## src/rtl/mac_ctrl_pkg.sv

```systemverilog
// mac_ctrl_pkg: shared definitions for the multiply-accumulate issue/writeback
// controller. It holds the request opcode encoding, the in-flight tag record and
// the decode helpers used by mac_ctrl and mac_tag_pipe.
package mac_ctrl_pkg;

  // Datapath latencies in unpaused cycles: issue to vldout and issue to vhdout.
  localparam int unsigned PIPE_LO = 1;
  localparam int unsigned PIPE_HI = 2;

  typedef enum logic [2:0] {
    OP_MUL    = 3'd0,
    OP_MULH   = 3'd1,
    OP_MULHSU = 3'd2,
    OP_MULHU  = 3'd3,
    OP_MACL   = 3'd4,
    OP_MACH   = 3'd5,
    OP_RSV6   = 3'd6,
    OP_RSV7   = 3'd7
  } op_e;

  typedef struct packed {
    logic       valid;
    logic       hi;
    logic [4:0] rd;
  } tag_t;

  function automatic logic is_valid_op(op_e op);
    return op inside {OP_MUL, OP_MULH, OP_MULHSU, OP_MULHU, OP_MACL, OP_MACH};
  endfunction

  function automatic logic is_hi(op_e op);
    return op inside {OP_MULH, OP_MULHSU, OP_MULHU, OP_MACH};
  endfunction

  function automatic logic is_lo(op_e op);
    return op inside {OP_MUL, OP_MACL};
  endfunction

  // Ops that replace the accumulator rather than add into it.
  function automatic logic is_mul(op_e op);
    return op inside {OP_MUL, OP_MULH, OP_MULHSU, OP_MULHU};
  endfunction

  function automatic logic rs1_signed(op_e op);
    return op inside {OP_MUL, OP_MULH, OP_MULHSU, OP_MACL, OP_MACH};
  endfunction

  function automatic logic rs2_signed(op_e op);
    return op inside {OP_MUL, OP_MULH, OP_MACL, OP_MACH};
  endfunction

  // 33-bit operand: sign- or zero-extension of a 32-bit register value.
  function automatic logic [32:0] extend33(logic [31:0] v, logic sgn);
    return {sgn & v[31], v};
  endfunction

  // One-hot destination of a valid tag; x0 never counts as pending.
  function automatic logic [31:0] rd_onehot(tag_t t);
    logic [31:0] m;
    m = '0;
    if (t.valid) m[t.rd] = 1'b1;
    m[0] = 1'b0;
    return m;
  endfunction

endpackage

```

## src/rtl/mac_tag_pipe.sv

```systemverilog
// mac_tag_pipe: two-stage destination-tag pipeline that shadows the mac
// datapath. Stage 1 holds the op issued on the previous unpaused cycle; only
// high-result entries move on to stage 2, low entries retire from stage 1.
// Ports:
//   clk, reset       core clock, synchronous active-high reset
//   pause            global stall, holds both stages
//   i_issue          tag of the op issued this cycle (valid=0 when none)
//   o_s1, o_s2       current stage contents
//   o_pend_mask      one-hot set of destinations in flight (x0 excluded)
//   o_busy           any stage valid
module mac_tag_pipe
  import mac_ctrl_pkg::*;
(
  input  logic        clk,
  input  logic        reset,
  input  logic        pause,
  input  tag_t        i_issue,
  output tag_t        o_s1,
  output tag_t        o_s2,
  output logic [31:0] o_pend_mask,
  output logic        o_busy
);

  tag_t r_s1;
  tag_t r_s2;

  always_ff @(posedge clk) begin
    if (reset) begin
      r_s1 <= '0;
      r_s2 <= '0;
    end else if (!pause) begin
      r_s1 <= i_issue;
      r_s2 <= (r_s1.valid && r_s1.hi) ? r_s1 : '0;
    end
  end

  always_comb begin
    o_s1        = r_s1;
    o_s2        = r_s2;
    o_pend_mask = rd_onehot(r_s1) | rd_onehot(r_s2);
    o_busy      = r_s1.valid | r_s2.valid;
  end

endmodule

```

## src/rtl/mac_ctrl.sv

```systemverilog
// mac_ctrl: issue and writeback controller for the three-stage 33x33 mac
// datapath. Decodes one M-extension/accumulate request per cycle into the mac
// strobes and extended operands, tracks destination tags, blocks the
// low-after-high result port collision and registers one writeback per op.
// Ports:
//   clk, reset, pause                       clock, sync reset, global stall
//   req_valid/req_ready, req_op, req_rs1,
//   req_rs2, req_rd                         request handshake from decode
//   mul_en, mac_low, mac_high, din1, din2   datapath controls (accept cycle only)
//   dlout, dhout, vldout, vhdout            datapath results and strobes
//   wb_valid, wb_rd, wb_data                registered writeback
//   pend_mask, busy                         in-flight destinations / activity
module mac_ctrl
  import mac_ctrl_pkg::*;
(
  input  logic        clk,
  input  logic        reset,
  input  logic        pause,
  input  logic        req_valid,
  output logic        req_ready,
  input  logic [2:0]  req_op,
  input  logic [31:0] req_rs1,
  input  logic [31:0] req_rs2,
  input  logic [4:0]  req_rd,
  output logic        mul_en,
  output logic        mac_low,
  output logic        mac_high,
  output logic [32:0] din1,
  output logic [32:0] din2,
  input  logic [31:0] dlout,
  input  logic [31:0] dhout,
  input  logic        vldout,
  input  logic        vhdout,
  output logic        wb_valid,
  output logic [4:0]  wb_rd,
  output logic [31:0] wb_data,
  output logic [31:0] pend_mask,
  output logic        busy
);

  op_e         w_op;
  logic        w_accept;
  logic        w_go;
  tag_t        w_issue;
  tag_t        w_s1;
  tag_t        w_s2;
  logic        r_wb_valid;
  logic [4:0]  r_wb_rd;
  logic [31:0] r_wb_data;

  assign w_op = op_e'(req_op);

  always_comb begin
    // A low op issued right behind a high op would land on vldout in the same
    // cycle the high op reaches vhdout, so it waits one cycle.
    req_ready = !reset && !pause && !(w_s1.valid && w_s1.hi && is_lo(w_op));
    w_accept  = req_valid && req_ready;
    // Reserved ops are consumed without touching the datapath or the tags.
    w_go      = w_accept && is_valid_op(w_op);
    mul_en    = w_go && is_mul(w_op);
    mac_low   = w_go && is_lo(w_op);
    mac_high  = w_go && is_hi(w_op);
    din1      = w_go ? extend33(req_rs1, rs1_signed(w_op)) : '0;
    din2      = w_go ? extend33(req_rs2, rs2_signed(w_op)) : '0;
    w_issue   = '{valid: w_go, hi: w_go && is_hi(w_op), rd: req_rd};
  end

  mac_tag_pipe u_tag_pipe (
    .clk         (clk),
    .reset       (reset),
    .pause       (pause),
    .i_issue     (w_issue),
    .o_s1        (w_s1),
    .o_s2        (w_s2),
    .o_pend_mask (pend_mask),
    .o_busy      (busy)
  );

  // Strobes arrive already pause-masked, so the writeback register runs freely.
  always_ff @(posedge clk) begin
    if (reset) begin
      r_wb_valid <= 1'b0;
      r_wb_rd    <= '0;
      r_wb_data  <= '0;
    end else begin
      r_wb_valid <= vldout | vhdout;
      r_wb_data  <= vhdout ? dhout : dlout;
      r_wb_rd    <= vhdout ? w_s2.rd : (vldout ? w_s1.rd : '0);
    end
  end

  assign wb_valid = r_wb_valid;
  assign wb_rd    = r_wb_rd;
  assign wb_data  = r_wb_data;

  a_no_dual_strobe: assert property (@(posedge clk) disable iff (reset)
    !(vldout && vhdout));
  a_vld_has_tag: assert property (@(posedge clk) disable iff (reset)
    vldout |-> (w_s1.valid && !w_s1.hi));
  a_vhd_has_tag: assert property (@(posedge clk) disable iff (reset)
    vhdout |-> w_s2.valid);

endmodule

```

## config.mk

```make
export PLATFORM = sky130hd
export DESIGN_NAME = mac_ctrl
export DESIGN_NICKNAME = d
export VERILOG_FILES = /design/src/rtl/mac_ctrl_pkg.sv /design/src/rtl/mac_tag_pipe.sv /design/src/rtl/mac_ctrl.sv
export SDC_FILE = /design/constraint.sdc
export NUM_CORES = 1
export LEC_CHECK = 0
export CAP_MARGIN = 20
export CORE_AREA = 2 2 111 113
export CTS_CLUSTER_DIAMETER = 150
export DETAILED_ROUTE_END_ITERATION = 7
export DIE_AREA = 0 0 113 115
export GPL_TIMING_DRIVEN = 0
export HOLD_SLACK_MARGIN = 0.1
export PLACE_DENSITY = 0.69
export SLEW_MARGIN = 40
export SYNTH_ARGS = -nofsm -noshare
export SYNTH_HDL_FRONTEND = slang
export SYNTH_SLANG_ARGS = --single-unit
```

## constraint.sdc

```tcl
create_clock -name clk -period 1.55 [get_ports clk]
set_input_delay 0.155 -clock clk [delete_from_list [all_inputs] [get_ports clk]]
set_output_delay 0.155 -clock clk [all_outputs]
set_load 0.03 [all_outputs]
```

==> flow_summary_export.csv <==
group,metric,value,unit
synthesis,syn_area,2770,sq um
floorplan,die_h,115,microns
floorplan,start_util,23.5,%
pwr,power.internal,0.00273,W
sta,setup_tns,-25460,ps
synthesis,synth_top_area_cell,"dfxtp_1",
critical_path,rr_endpoint,"u_tag_pipe.o_s1[6]",
place,place.port_buffers,280,
clocking,cts_tree,"built",
clocking,insertion_delay,290,ps
synthesis,ys_types,29,
route,first_iter_violations,263,
worst_hold_path,hold_path_class,"in -> reg",
critical_path,slowest_delay,340,ps
layout,final_common_cell,"clkdlybuf4s50_1",
critical_path,cpMostUsedCell,"buf_6",
critical_path,start_kind,"flop",
pwr,power.share.sequential,36.9,%
synthesis,synth_warnings,0,
floorplan,rows,40,
synthesis,synth_fp_nets,464,
route,num_vias,3678,
place,gp_congestion,0.847,
floorplan,core_area,11800,sq um
sta,rsz0062_at_grt,"true",
pwr,leakage,2.93,nW
run_status,status,"finished with violations",
synthesis,synth.yosys.seq_area_share,36.8,%
flow_run,cap_violations,0,
run_status,violations,"DRC, setup timing",
global_route,grt_max_degree,20,
worst_hold_path,hold-path-endpoint,"wb_data[14]",
place,dpl_cell_area,6000,sq um
sta,setup_slack,-362,ps
critical_path,cp_cell_sequence,"and2_4, a2111oi_4, buf_6, buf_8, buf_6, and2_4, buf_6",
place,pre_cts_ws,-1120,ps
global_route,track_usage,18.7,%
layout,post_route_cells_drive_above_1_share,46.3,%
critical_path,r2r_cells,6,
pwr,p_switching,0.00107,W
global_route,antenna_found_initial,1,
sta,maxSlewHeadroom,49.0,%
clocking,h-tree-depth,2,
worst_hold_path,min_from,"vhdout",
route,first_pass_iters,6,
critical_path,path_max_fanout,8,
sta,maxSlewViolCount,0,
critical_path,cp.arrival,1760,ps
route,viasPerCell,4.62,
synthesis,netlist_top_cells_area,"dfxtp_1, mux2i_1, and2_1",
clocking,hold_buffers,0,
clocking,clk_pin_slew,70,ps
sta,fin_crit,1910,ps
clocking,cts_buffers,5,
route,routedWlPerCell,17.1,microns
sta,fin_skew,2.17,ps
pwr,p_clk_share,30.3,%
route,ant_nets,0,
worst_hold_path,hold_path_depth,3,
critical_path,cp_slowest_cell,"dfxtp_4",
layout,area_growth,154,%
global_route,grt_pass1_vias,3576,
critical_path,endpoint_kind,"primary output",
critical_path,reg2reg_slack,200,ps
sta,setup-violations-final,99,
synthesis,synth_seq_cells,51,
pwr,switching_share,28.2,%
sta,worst_pin_slew,765,ps
synthesis,synth_top_area_share,36.8,%
floorplan,ios,283,
synthesis,syn_inst,322,
pwr,p_per_area,540,nW/um^2
critical_path,crit_type,"reg -> out",
layout,mostFrequentLayoutCells,"clkdlybuf4s50_1, buf_6, and2_4",
layout,design_area,7030,sq um
clocking,cts_num_sinks,51,
sta,min_period_over_period,123,%
synthesis,avgSynthCellArea,8.61,sq um
global_route,grt_pass1_wl,19200,microns
pwr,pwr-share-comb,32.8,%
critical_path,path_delay_family,"buffers and inverters",
pwr,p_total,0.00380,W
route,drt-total-wl,13600,microns
critical_path,cp.required,1390,ps
place,place_hpwl,10100,microns
sta,final-hold-violation-count,0,
pwr,vdd_ir_drop_max,0.492,mV
sta,fmax,0.523,GHz
clocking,clock_path_buffers,2,
floorplan,dieWidth,113,microns
route,drc,20,
clocking,clockRootBuffer,"clkbuf_16",
layout,fin_nets,789,
critical_path,r2r_start,"u_tag_pipe.o_s1[6]",
global_route,grt-ovfl-total,0,
floorplan,die_area,13000,sq um
critical_path,crit_cells,7,
critical_path,critPathBufInv,4,
-- kinds of logic after synthesis --
group	after synthesis	share of synthesized area, %
AO/OA/AOI/OAI	43	10.4
buffers and inverters	30	6.00
flip-flops	51	36.8
multiplexers	43	15.5
other	1	0.135
AND/OR/NAND/NOR	154	31.1
-- layer usage --
metal / up-vias / GRT usage (%) / routed length (microns)
li1: 1753 / - / -
met1: 1719 / 19.1 / 4630
met2: 194 / 37.7 / 7470
met3: 12 / 5.06 / 1300
met4: 0 / 3.82 / 200
met5: - / 0 / 0
-- per-stage QoR --
step,utilization (%),hold WS (ps),cells
2_1_floorplan,-,299,322
3_3_place_gp,50.8,457,749
3_5_place_dp,50.8,464,749
4_1_cts,55.7,320,779
5_1_grt,59.5,345,796
6_report,59.5,310,796
-- worst max path at each step --
stage / from / to / slack [ps]
floorplan: u_tag_pipe.o_s2[3] / pend_mask[10] / -140
global placement: req_op[1] / din1[25] / -1110
detailed placement: req_op[1] / din1[25] / -1120
CTS: u_tag_pipe.o_s1[6] / din1[30] / -430
global route: u_tag_pipe.o_s1[6] / din1[25] / -430
finish: u_tag_pipe.o_s1[6] / din2[4] / -360
-- cells in the mapped netlist --
| library cell | n |
|---|---|
| o21ai_0 | 1 |
| buf_6 | 6 |
| nand3_1 | 4 |
| or3b_2 | 6 |
| and2_4 | 1 |
| and2_1 | 65 |
| mux2i_1 | 43 |
| a2111oi_4 | 1 |
| buf_4 | 1 |
| and3b_1 | 1 |
| or2_2 | 1 |
| or3_1 | 3 |
| and3_1 | 1 |
| a211oi_1 | 1 |
| dfxtp_1 | 51 |
| o21bai_1 | 2 |
| nor4_1 | 1 |
| a21bo_2 | 1 |
| inv_1 | 1 |
| nand3b_1 | 15 |
| and4b_1 | 1 |
| buf_1 | 4 |
| clkbuf_1 | 14 |
| o22ai_1 | 31 |
| a21oi_1 | 6 |
| nand2_1 | 9 |
| nor2_1 | 46 |
| conb_1 | 1 |
| buf_2 | 4 |
-- sequential cells by signal, indices dropped and copies added (netlist names) --
register	cells
wb_data	32
u_tag_pipe.o_s1	7
u_tag_pipe.o_s2	6
wb_rd	5
wb_valid	1
-- repair_timing --
action | in CTS | in global routing
pin swaps | 23 | 22
setup endpoints to repair | 145 | 100
cloned | 4 | 1
buffers inserted | 26 | 17
resized for setup | 748 | 72
-- final cells by class --
type / count / area [sq um]
clock inverter: 2 / 16.3
multi-input combinational: 241 / 2170
sequential: 51 / 1050
timing repair buffer: 326 / 3280
tap: 147 / 184
inverter: 1 / 3.75
antenna: 1 / 2.50
clock buffer: 6 / 139
fill: 1039 / 4780
buffer: 21 / 183
-- power groups by stage --
| stage | sequential (W) | clock [W] | combinational [W] |
|---|---|---|---|
| 6_report | 0.00140 | 0.00115 | 0.00124 |
| 3_5_place_dp | 0.00144 | 0 | 0.00113 |
| 2_1_floorplan | 0.00155 | 0 | 0.000382 |
| 4_1_cts | 0.00140 | 0.00117 | 0.00120 |
| 3_3_place_gp | 0.00143 | 0 | 0.00112 |
| 5_1_grt | 0.00141 | 0.00123 | 0.00131 |
-- worst reg2reg max path, delay by kind of cell (launching register included) --
family / cells / cell delay (ps)
buf+inv: 3 / 410
compound gates: 2 / 390
simple gates: 1 / 150
flops: 1 / 340
Power figures use the tool's default switching activity.
